--- config.mk ---
export PLATFORM = sky130hd
export DESIGN_NAME = tdp_ram_arbiter_flat
export DESIGN_NICKNAME = d
export VERILOG_FILES = /design/src/rtl/tdp_ram_arbiter_if.sv /design/src/rtl/tdp_ram_arbiter.sv /design/src/flat_wrapper.sv
export SDC_FILE = /design/constraint.sdc
export NUM_CORES = 1
export LEC_CHECK = 0
export CORE_MARGIN = 3
export CORE_UTILIZATION = 45
export CTS_BUF_LIST = sky130_fd_sc_hd__clkbuf_4
export CTS_CLUSTER_DIAMETER = 60
export CTS_CLUSTER_SIZE = 24
export DETAILED_ROUTE_END_ITERATION = 12
export DONT_BUFFER_PORTS = 1
export HOLD_SLACK_MARGIN = 0.02
export PLACE_DENSITY = 0.6
export SLEW_MARGIN = 10
export SYNTH_ARGS = -nofsm -noshare
export SYNTH_HDL_FRONTEND = slang
export SYNTH_SLANG_ARGS = --single-unit
export TNS_END_PERCENT = 5
--- constraint.sdc ---
create_clock -name clk -period 9.4 [get_ports clk]
set_input_delay 0.94 -clock clk [delete_from_list [all_inputs] [get_ports clk]]
set_output_delay 0.94 -clock clk [all_outputs]
set_load 0.03 [all_outputs]
--- src/rtl/tdp_ram_arbiter_if.sv ---
// Requester-side bus of the dual-port RAM arbiter: packed per-requester
// request fields, the combinational grant and the registered read response.
interface tdp_ram_arbiter_if #(
    parameter int unsigned NUM_REQ = 4,
    parameter int unsigned WIDTH   = 8,
    parameter int unsigned ADDR_W  = 6
);
    logic [NUM_REQ-1:0]        req_valid;
    logic [NUM_REQ-1:0]        req_we;
    logic [NUM_REQ*ADDR_W-1:0] req_addr;
    logic [NUM_REQ*WIDTH-1:0]  req_wdata;
    logic [NUM_REQ-1:0]        req_ready;
    logic [NUM_REQ-1:0]        rsp_valid;
    logic [NUM_REQ*WIDTH-1:0]  rsp_rdata;

    modport master (
        output req_valid, req_we, req_addr, req_wdata,
        input  req_ready, rsp_valid, rsp_rdata
    );

    modport slave (
        input  req_valid, req_we, req_addr, req_wdata,
        output req_ready, rsp_valid, rsp_rdata
    );
endinterface

--- src/rtl/tdp_ram_arbiter.sv ---
// Round-robin arbiter granting up to two requesters per cycle onto the A/B
// ports of a true dual-port RAM, dropping port B on a write address collision.
module tdp_ram_arbiter #(
    parameter int unsigned NUM_REQ = 4,
    parameter int unsigned WIDTH   = 8,
    parameter int unsigned DEPTH   = 64,
    parameter int unsigned ADDR_W  = $clog2(DEPTH)
) (
    input  logic              clk,
    input  logic              rst_n,
    tdp_ram_arbiter_if.slave  req_if,
    output logic              ram_we_a,
    output logic              ram_we_b,
    output logic [ADDR_W-1:0] ram_addr_a,
    output logic [ADDR_W-1:0] ram_addr_b,
    output logic [WIDTH-1:0]  ram_data_a,
    output logic [WIDTH-1:0]  ram_data_b,
    input  logic [WIDTH-1:0]  ram_q_a,
    input  logic [WIDTH-1:0]  ram_q_b,
    output logic [15:0]       conflict_cnt
);

    localparam int unsigned PTR_W   = (NUM_REQ > 1) ? $clog2(NUM_REQ) : 1;
    localparam int unsigned CNT_W   = 16;
    localparam logic [CNT_W-1:0] CNT_MAX = '1;

    logic [PTR_W-1:0]   rr_ptr_q, rr_ptr_d;
    logic [NUM_REQ-1:0] rsp_valid_q, rsp_valid_d;
    logic [WIDTH-1:0]   rsp_rdata_q [NUM_REQ];
    logic [WIDTH-1:0]   rsp_rdata_d [NUM_REQ];
    logic [CNT_W-1:0]   conflict_cnt_q, conflict_cnt_d;

    logic [ADDR_W-1:0]  addr_arr  [NUM_REQ];
    logic [WIDTH-1:0]   wdata_arr [NUM_REQ];

    logic               a_found, b_found;
    logic [PTR_W-1:0]   a_idx, b_idx;
    logic               collide_c, grant_a_c, grant_b_c;
    logic [NUM_REQ-1:0] ready_c;

    // Unpack the per-requester buses and pack the response data.
    for (genvar g = 0; g < NUM_REQ; g++) begin : g_lane
        assign addr_arr[g]  = req_if.req_addr[g*ADDR_W +: ADDR_W];
        assign wdata_arr[g] = req_if.req_wdata[g*WIDTH +: WIDTH];
        assign req_if.rsp_rdata[g*WIDTH +: WIDTH] = rsp_rdata_q[g];
    end

    function automatic logic [PTR_W-1:0] next_idx(input logic [PTR_W-1:0] i);
        return (32'(i) + 32'd1 >= NUM_REQ) ? '0 : PTR_W'(32'(i) + 32'd1);
    endfunction

    // First two valid requesters in round-robin order starting at rr_ptr.
    always_comb begin
        int unsigned idx;
        a_found = 1'b0;
        b_found = 1'b0;
        a_idx   = '0;
        b_idx   = '0;
        idx     = 0;
        for (int unsigned k = 0; k < NUM_REQ; k++) begin
            idx = 32'(rr_ptr_q) + k;
            if (idx >= NUM_REQ) idx = idx - NUM_REQ;
            if (req_if.req_valid[PTR_W'(idx)]) begin
                if (!a_found) begin
                    a_found = 1'b1;
                    a_idx   = PTR_W'(idx);
                end else if (!b_found) begin
                    b_found = 1'b1;
                    b_idx   = PTR_W'(idx);
                end
            end
        end
    end

    // Grants, RAM drive and next-state; all idle while reset is asserted.
    always_comb begin
        collide_c = a_found && b_found
                    && (addr_arr[a_idx] == addr_arr[b_idx])
                    && (req_if.req_we[a_idx] || req_if.req_we[b_idx]);
        grant_a_c = rst_n && a_found;
        grant_b_c = rst_n && b_found && !collide_c;

        ready_c    = '0;
        ram_we_a   = 1'b0;
        ram_addr_a = '0;
        ram_data_a = '0;
        ram_we_b   = 1'b0;
        ram_addr_b = '0;
        ram_data_b = '0;

        rr_ptr_d       = rr_ptr_q;
        rsp_valid_d    = '0;
        rsp_rdata_d    = rsp_rdata_q;
        conflict_cnt_d = conflict_cnt_q;

        if (grant_a_c) begin
            ready_c[a_idx] = 1'b1;
            ram_we_a       = req_if.req_we[a_idx];
            ram_addr_a     = addr_arr[a_idx];
            ram_data_a     = wdata_arr[a_idx];
            rr_ptr_d       = next_idx(a_idx);
            if (!req_if.req_we[a_idx]) begin
                rsp_valid_d[a_idx] = 1'b1;
                rsp_rdata_d[a_idx] = ram_q_a;
            end
        end

        if (grant_b_c) begin
            ready_c[b_idx] = 1'b1;
            ram_we_b       = req_if.req_we[b_idx];
            ram_addr_b     = addr_arr[b_idx];
            ram_data_b     = wdata_arr[b_idx];
            rr_ptr_d       = next_idx(b_idx);
            if (!req_if.req_we[b_idx]) begin
                rsp_valid_d[b_idx] = 1'b1;
                rsp_rdata_d[b_idx] = ram_q_b;
            end
        end

        if (rst_n && collide_c && (conflict_cnt_q != CNT_MAX))
            conflict_cnt_d = conflict_cnt_q + CNT_W'(1);
    end

    always_ff @(posedge clk or negedge rst_n) begin
        if (!rst_n) begin
            rr_ptr_q       <= '0;
            rsp_valid_q    <= '0;
            conflict_cnt_q <= '0;
            for (int unsigned i = 0; i < NUM_REQ; i++) rsp_rdata_q[i] <= '0;
        end else begin
            rr_ptr_q       <= rr_ptr_d;
            rsp_valid_q    <= rsp_valid_d;
            conflict_cnt_q <= conflict_cnt_d;
            rsp_rdata_q    <= rsp_rdata_d;
        end
    end

    assign req_if.req_ready = ready_c;
    assign req_if.rsp_valid = rsp_valid_q;
    assign conflict_cnt     = conflict_cnt_q;

endmodule

--- src/flat_wrapper.sv ---
// flat-port wrapper written by rule: the top's interface ports become plain ports
module tdp_ram_arbiter_flat 
#(
    parameter int unsigned NUM_REQ = 4,
    parameter int unsigned WIDTH   = 8,
    parameter int unsigned DEPTH   = 64,
    parameter int unsigned ADDR_W  = $clog2(DEPTH)
)
  (clk, rst_n, ram_we_a, ram_we_b, ram_addr_a, ram_addr_b, ram_data_a, ram_data_b, ram_q_a, ram_q_b, conflict_cnt, req_if_req_valid, req_if_req_we, req_if_req_addr, req_if_req_wdata, req_if_req_ready, req_if_rsp_valid, req_if_rsp_rdata);
  tdp_ram_arbiter_if #(.NUM_REQ(NUM_REQ), .WIDTH(WIDTH), .ADDR_W(ADDR_W)) req_if_i ();
  input  logic clk;
  input  logic rst_n;
  output logic ram_we_a;
  output logic ram_we_b;
  output logic [ADDR_W-1:0] ram_addr_a;
  output logic [ADDR_W-1:0] ram_addr_b;
  output logic [WIDTH-1:0] ram_data_a;
  output logic [WIDTH-1:0] ram_data_b;
  input  logic [WIDTH-1:0] ram_q_a;
  input  logic [WIDTH-1:0] ram_q_b;
  output logic [15:0] conflict_cnt;
  input wire logic [$bits(req_if_i.req_valid)-1:0] req_if_req_valid;
  input wire logic [$bits(req_if_i.req_we)-1:0] req_if_req_we;
  input wire logic [$bits(req_if_i.req_addr)-1:0] req_if_req_addr;
  input wire logic [$bits(req_if_i.req_wdata)-1:0] req_if_req_wdata;
  output wire logic [$bits(req_if_i.req_ready)-1:0] req_if_req_ready;
  output wire logic [$bits(req_if_i.rsp_valid)-1:0] req_if_rsp_valid;
  output wire logic [$bits(req_if_i.rsp_rdata)-1:0] req_if_rsp_rdata;
  assign req_if_i.req_valid = req_if_req_valid;
  assign req_if_i.req_we = req_if_req_we;
  assign req_if_i.req_addr = req_if_req_addr;
  assign req_if_i.req_wdata = req_if_req_wdata;
  assign req_if_req_ready = req_if_i.req_ready;
  assign req_if_rsp_valid = req_if_i.rsp_valid;
  assign req_if_rsp_rdata = req_if_i.rsp_rdata;
  tdp_ram_arbiter #(.NUM_REQ(NUM_REQ), .WIDTH(WIDTH), .DEPTH(DEPTH), .ADDR_W(ADDR_W)) u_core (.clk(clk), .rst_n(rst_n), .req_if(req_if_i), .ram_we_a(ram_we_a), .ram_we_b(ram_we_b), .ram_addr_a(ram_addr_a), .ram_addr_b(ram_addr_b), .ram_data_a(ram_data_a), .ram_data_b(ram_data_b), .ram_q_a(ram_q_a), .ram_q_b(ram_q_b), .conflict_cnt(conflict_cnt));
endmodule
==> results of run 1 <==
-- through the flow --
stage	total power, mW	utilization, %	setup slack, ns
3_5_place_dp	1.647	47.01	3.757
6_report	1.773	47.99	3.321
5_1_grt	1.882	47.99	2.932
2_1_floorplan	1.485	-	4.483
4_1_cts	1.782	47.84	3.313
3_3_place_gp	1.623	47.01	3.865
-- path summary, 6_finish.rpt --
path / from / end / slack, ns / depth (start not counted)
max in group asynchronous: rst_n / u_core.rr_ptr_q[1]$_DFFE_PN0P_ / 9.04 / 0
hold reg to reg: u_core.conflict_cnt[11]$_DFFE_PN0P_ / u_core.conflict_cnt[11]$_DFFE_PN0P_ / 0.70 / 1
setup reg to reg: u_core.rr_ptr_q[1]$_DFFE_PN0P_ / u_core.req_if.rsp_rdata[22]$_DFF_PN0_ / 4.46 / 15
setup / recovery: u_core.rr_ptr_q[1]$_DFFE_PN0P_ / req_if_req_ready[0] / 3.32 / 15
hold / removal: rst_n / u_core.conflict_cnt[8]$_DFFE_PN0P_ / 0.25 / 0
min in group clk: u_core.conflict_cnt[11]$_DFFE_PN0P_ / u_core.conflict_cnt[11]$_DFFE_PN0P_ / 0.70 / 1
-- layout make-up --
class                      instances  area [um2]  area share (%)
timing repair buffer               3       30.03          0.6258
multi-input combinational        339        3129           65.22
sequential                        54        1351           28.16
inverter                           9       38.79          0.8083
clock buffer                       7       52.55           1.095
clock inverter                     1       30.03          0.6258
tap                              133       166.4           3.468
-- sequential cells by signal, summed over array words and instances (netlist names) --
| signal | cells |
|---|---|
| u_core.req_if.rsp_valid | 4 |
| u_core.conflict_cnt | 16 |
| u_core.req_if.rsp_rdata | 32 |
| u_core.rr_ptr_q | 2 |
-- metal layers --
layer	vias to the layer above	wire, um
met2	152	5973
met3	12	1182
met1	1651	4874
li1	1561	-
met4	0	184
met5	-	0
-- layout by cell type (no fill, tap or decap), types with 4 or more instances in the layout --
cell type  instances
nand2_1           26
nor3b_1            7
mux2_4            17
xor2_1            16
nand2b_1          16
or2_1              4
inv_1              6
nor2b_1            4
and3_1            16
o21ai_0            5
nor3_2             9
mux4_2            20
ha_1              11
clkbuf_4           7
nor2_1             9
a22o_1             5
nand3_1            6
o21ba_2            5
dfrtp_1           54
nand4_1            4
a21oi_1           18
mux2i_1           10
and2_1            21
mux2_2            51
o21a_1             9
-- logic make-up (layout without fill, tap and decap cells) --
group                    count (synthesis)  count (layout)  synth area share [%]
AO/OA/AOI/OAI                           67              67                 11.35
XOR/XNOR                                17              17                 3.141
adder cells (fa/ha/maj)                 12              12                 3.114
buffers and inverters                   45              20                 5.622
flip-flops                              54              54                 28.50
multiplexers                            99              99                 29.66
AND/OR/NAND/NOR                        144             144                 18.61
-- worst max-delay path, cell delays in order (launching register included) --
cell	delay (ns)
dfrtp_1	0.89
mux2_4	0.31
nor2_1	0.04
a31oi_1	0.22
ha_1	0.21
nor2_1	0.04
a211oi_1	0.28
a21boi_4	0.73
inv_6	0.11
mux2i_1	0.18
a22o_1	0.29
a2111oi_2	0.10
nand4_1	0.12
buf_4	0.32
and2_1	0.49
a22o_1	0.41
-- report_power, final --
part	switching (mW)	internal (mW)	leakage, nW	total, mW
clock	0.0690	0.0623	0.0463	0.131
sequential	0.248	0.316	0.681	0.563
combinational	0.573	0.506	1.29	1.08
total	0.889	0.884	2.02	1.77
==> reports/metrics.csv, run 1 <==
stage;metric;value;unit
synthesis;synth_area;0.004741;mm2
critical_path;cp_data_arrival_time;5.14;ns
sta;maxSlewViolCount;0;
synthesis;synth_edf_count;0;
sta;hold_viol;0;
final_layout;diodes;0;
synthesis;synth-seq-area-share;28.50;%
global_route;grt_pass1_vias;3448;
power_and_ir_drop;p_per_area;369.6;mW/mm2
clock_tree;clk_latency;0.36;ns
clock_tree;cts_buffer_depth;2;
synthesis;yosysTopAreaCell;dfrtp_1;
sta;finalSetupTns;0;ns
drt;avgRoutedWirePerCell;22.37;um
floorplanning;die_h;108.6;um
sta;worst_pin_slew;0.8577;ns
sta;timing.hold.ws;0.2493;ns
synthesis;synth_most_common_cell;dfrtp_1;
global_route;grt_use_met2;32.92;%
floorplanning;die_w;108.6;um
critical_path;worstPathRequired;8.46;ns
place;dp.cells;537;
synthesis;synth_ff_type;dfrtp_1;
global_route;grt_pass1_wl;18520;um
hold_path;min_path_type;primary input to async pin;
place;finalWeightedCongestion;0.8304;
drt;via_count;3376;
final_layout;finalInstanceArea;0.004798;mm2
final_layout;area_delta_synth_final;1.214;%
sta;setup_viol;0;
synthesis;syn-mean-instance-area;10.82;um2
clock_tree;numCtsBuffers;5;
power_and_ir_drop;ir_worst_vdd;0.1761;mV
clock_tree;post_cts_resized;0;
sta;clock_skew;0.007839;ns
place;dp_hpwl;9107;um
synthesis;synth.area.top_cells;dfrtp_1, mux2_2, mux4_2;
synthesis;synthesis.nets;531;
final_layout;layout.cells.non_filler;546;
clock_tree;clock-sinks;54;
floorplanning;core.rowCount;36;
run_status;status;finished, final reports clean;
critical_path;critical_path_class;register to output pin;
sta;rsz0062_at_grt;no;
synthesis;synth_cell_types;65;
clock_tree;post_cts_buffers;0;
synthesis;synth_warnings;0;
global_route;antenna_found_initial;0;
critical_path;startpoint_type;register;
synthesis;synth_cells;438;
clock_tree;clockRootBuffer;clkbuf_4;
synthesis;ys_async_sr_fraction;100.0;%
floorplanning;start_util;47.41;%
drt;routed_wl;12220;um
sta;finalCriticalPeriod;6.079;ns
critical_path;worstSetupEndpointType;output pin;
floorplanning;placeableCoreArea;0.01000;mm2
synthesis;yosys_register_bits;54;
drt;drtPass1Iterations;4;
global_route;grt_start_max_net_pins;58;
sta;maxSlewHeadroom;42.61;%
final_layout;layout.nets;505;
final_layout;drive_above_1_share;31.23;%
clock_tree;htreeDepth;2;
clock_tree;clkTransAtPathRegs;0.14;ns
sta;max_freq;164.5;MHz
floorplanning;fp.dieArea;0.01180;mm2
drt;drt_iter0_drc;111;
final_layout;nFillCells;956;
power_and_ir_drop;leakagePower;2.015;nW
synthesis;synth_common_cells;dfrtp_1, mux2_2, nand2_1;
place;placedInstanceArea;0.004701;mm2
synthesis;synth_top_area_share;28.50;%
flow_run;cap_violations;0;
critical_path;path_max_fanout;30;
global_route;busiest_layer;met2;
clock_tree;hold_buffers;0;
drt;vias_per_cell;6.183;
global_route;grt_use_met1;24.68;%
global_route;grt-ovfl-total;0;
sta;period_share;64.67;%
drt;drc;0;
global_route;grtUsageMet3;6.394;%
floorplanning;boundaryPins;168;
place;io_buffers;0;
clock_tree;cts_tree;yes;
global_route;grt.total_usage;19.73;%
drt;drt.antenna.violating_nets;0;
Note: power is estimated with default switching activity, not from simulation.
==> run 2: changes to the inputs <==
--- a/config.mk
+++ b/config.mk
@@ -13,7 +13,7 @@
 export DETAILED_ROUTE_END_ITERATION = 12
 export DONT_BUFFER_PORTS = 1
 export HOLD_SLACK_MARGIN = 0.02
-export PLACE_DENSITY = 0.6
+export PLACE_DENSITY = 0.62
 export SLEW_MARGIN = 10
 export SYNTH_ARGS = -nofsm -noshare
 export SYNTH_HDL_FRONTEND = slang
==> constraint.sdc (replaced) <==
create_clock -name clk -period 5.1 [get_ports clk]
set_input_delay 0.51 -clock clk [delete_from_list [all_inputs] [get_ports clk]]
set_output_delay 0.51 -clock clk [all_outputs]
set_load 0.03 [all_outputs]
==> run 2 against run 1 <==
Compared with the run above: first-iteration DRC count is 77% higher; final cell count grew 1.3%; clock skew grew 0.0028 ns; via count grew 1.5%; utilization is 0.55 points higher; non-clock buffer count grew 7; worst hold slack improved by 0.016 ns; largest cell class unchanged; critical path type unchanged; register-to-register slack got worse by 3.8 ns.
==> reports/metrics.csv, run 2 (same netlist as run 1, synthesis figures left out) <==
stage;metric;value;unit
critical_path;path_max_fanout;16;
run_status;status;finished, final reports clean;
critical_path;startpoint_type;register;
place;finalWeightedCongestion;0.8105;
power_and_ir_drop;leakagePower;2.044;nW
critical_path;worstPathRequired;4.59;ns
clock_tree;cts_buffer_depth;2;
clock_tree;post_cts_buffers;0;
global_route;grt.total_usage;19.89;%
final_layout;area_delta_synth_final;2.375;%
clock_tree;numCtsBuffers;5;
drt;via_count;3425;
critical_path;slowest_stage;dfrtp_2;
floorplanning;placeableCoreArea;0.01000;mm2
clock_tree;clkTransAtPathRegs;0.18;ns
critical_path;cp_common_cell;buf_4;
floorplanning;die_h;108.6;um
clock_tree;clk_latency;0.37;ns
hold_path;min_path_type;primary input to register;
place;io_buffers;0;
sta;clock_skew;0.01059;ns
flow_run;cap_violations;0;
sta;finalCriticalPeriod;4.803;ns
final_layout;layout.nets;512;
final_layout;layout_commonest_cell;dfrtp_1;
floorplanning;fp.dieArea;0.01180;mm2
drt;drt.antenna.violating_nets;0;
place;dp.cells;543;
floorplanning;boundaryPins;168;
drt;routed_wl;12090;um
drt;vias_per_cell;6.193;
clock_tree;clock-sinks;54;
global_route;grt_pass1_vias;3536;
clock_tree;htreeDepth;2;
sta;period_share;94.18;%
sta;maxSlewViolCount;0;
floorplanning;start_util;47.41;%
floorplanning;die_w;108.6;um
final_layout;largest_register_ffs;32;
power_and_ir_drop;ir_worst_vdd;0.3630;mV
clock_tree;cts_tree;yes;
sta;setup_viol;0;
power_and_ir_drop;p_per_area;670.9;mW/mm2
critical_path;worstSetupEndpointType;output pin;
sta;max_freq;208.2;MHz
critical_path;cp_data_arrival_time;4.29;ns
global_route;antenna_found_initial;0;
drt;drt_iter0_drc;196;
sta;hold_viol;0;
sta;maxSlewHeadroom;46.94;%
sta;worst_pin_slew;0.7958;ns
final_layout;drive_above_1_share;32.62;%
global_route;grt_start_max_net_pins;55;
critical_path;critical_path_class;register to output pin;
global_route;grt-ovfl-total;0;
place;dp_hpwl;9047;um
final_layout;layout.cells.non_filler;553;
clock_tree;clockRootBuffer;clkbuf_4;
final_layout;final_cell_mix;dfrtp_1, mux2_2, nand2_1;
final_layout;diodes;0;
critical_path;slowest_delay;0.54;ns
critical_path;cp_cell_sequence;buf_4 -> nand2b_1 -> a31oi_1 -> ha_1 -> nor2_1 -> a211oi_1 -> a21boi_4 -> buf_4 -> a21oi_1 -> o21ba_2 -> nor4_1 -> nand4_1 -> and2_1 -> a22o_1;
drt;drtPass1Iterations;4;
critical_path;critPathBufInv;2;
sta;finalSetupTns;0;ns
global_route;grt_pass1_wl;18820;um
sta;rsz0062_at_grt;no;
floorplanning;core.rowCount;36;
drt;avgRoutedWirePerCell;21.86;um
drt;drc;0;
critical_path;path_delay_family;compound AO/OA/AOI/OAI gates;
==> run 2: cell count changes in the layout (fill, tap and decap cells not counted) <==
cell and delta:
clkbuf_4 -2, bufinv_16 -1, dfrtp_2 +1, buf_16 +1, clkinv_4 +2, nor2_2 +1, dfrtp_1 -1, dlygate4sd3_1 +1
inv_8 +1, buf_4 +6, buf_8 -1, nor2_1 -1
==> run 2: final timing paths <==
check | from | endpoint | slack [ns] | cells past startpoint
min in group asynchronous | rst_n | u_core.req_if.rsp_rdata[3]$_DFF_PN0_ | 0.65 | 2
max in group asynchronous | rst_n | u_core.rr_ptr_q[1]$_DFFE_PN0P_ | 4.22 | 2
worst min-delay path | ram_q_b[7] | u_core.req_if.rsp_rdata[7]$_DFF_PN0_ | 0.27 | 1
worst max-delay path | u_core.rr_ptr_q[1]$_DFFE_PN0P_ | req_if_req_ready[0] | 0.30 | 14
worst min register to register | u_core.conflict_cnt[9]$_DFFE_PN0P_ | u_core.conflict_cnt[9]$_DFFE_PN0P_ | 0.71 | 1
worst max register to register | u_core.rr_ptr_q[1]$_DFFE_PN0P_ | u_core.req_if.rsp_rdata[22]$_DFF_PN0_ | 0.71 | 15
==> run 2: stage by stage <==
step | instance area [um2] | setup slack, ns | power (mW) | hold slack [ns] | utilization (%)
floorplan | 4741 | 1.043 | 2.737 | 0.2144 | -
global placement | 4746 | 0.7094 | 3.018 | 0.2158 | 47.46
detailed placement | 4746 | 0.5747 | 3.057 | 0.2157 | 47.46
CTS | 4850 | 0.1298 | 3.282 | 0.2421 | 48.50
global route | 4853 | 0.02295 | 3.482 | 0.2173 | 48.54
finish | 4853 | 0.2966 | 3.256 | 0.2655 | 48.54
==> run 2: what timing repair did <==
item / in CTS / in global routing
hold buffers: 2 / 0
endpoints found under the hold margin: 54 / 0
gates resized for setup: 0 / 2
setup endpoints to repair: 0 / 19
==> run 2: layer usage <==
layer	vias up	global-route usage [%]	part of all wire, %
met5	-	0	0
met4	0	3.517	0.71
met3	6	6.454	9.7
met2	140	32.30	48
met1	1709	26.32	41
li1	1570	-	-
==> run 2: power by group <==
part | switching (mW) | internal [mW] | leakage (nW)
clock network | 0.146 | 0.0594 | 0.0373
registers | 0.441 | 0.583 | 0.680
logic | 1.07 | 0.957 | 1.33
==> run 2: area by class of cell <==
class,count,area (um2)
Clock buffer,5,37.54
Clock inverter,3,28.78
Fill cell,923,5146
Inverter,9,38.79
Multi-Input combinational cell,339,3132
Sequential cell,54,1353
Tap cell,133,166.4
Timing Repair Buffer,10,97.59
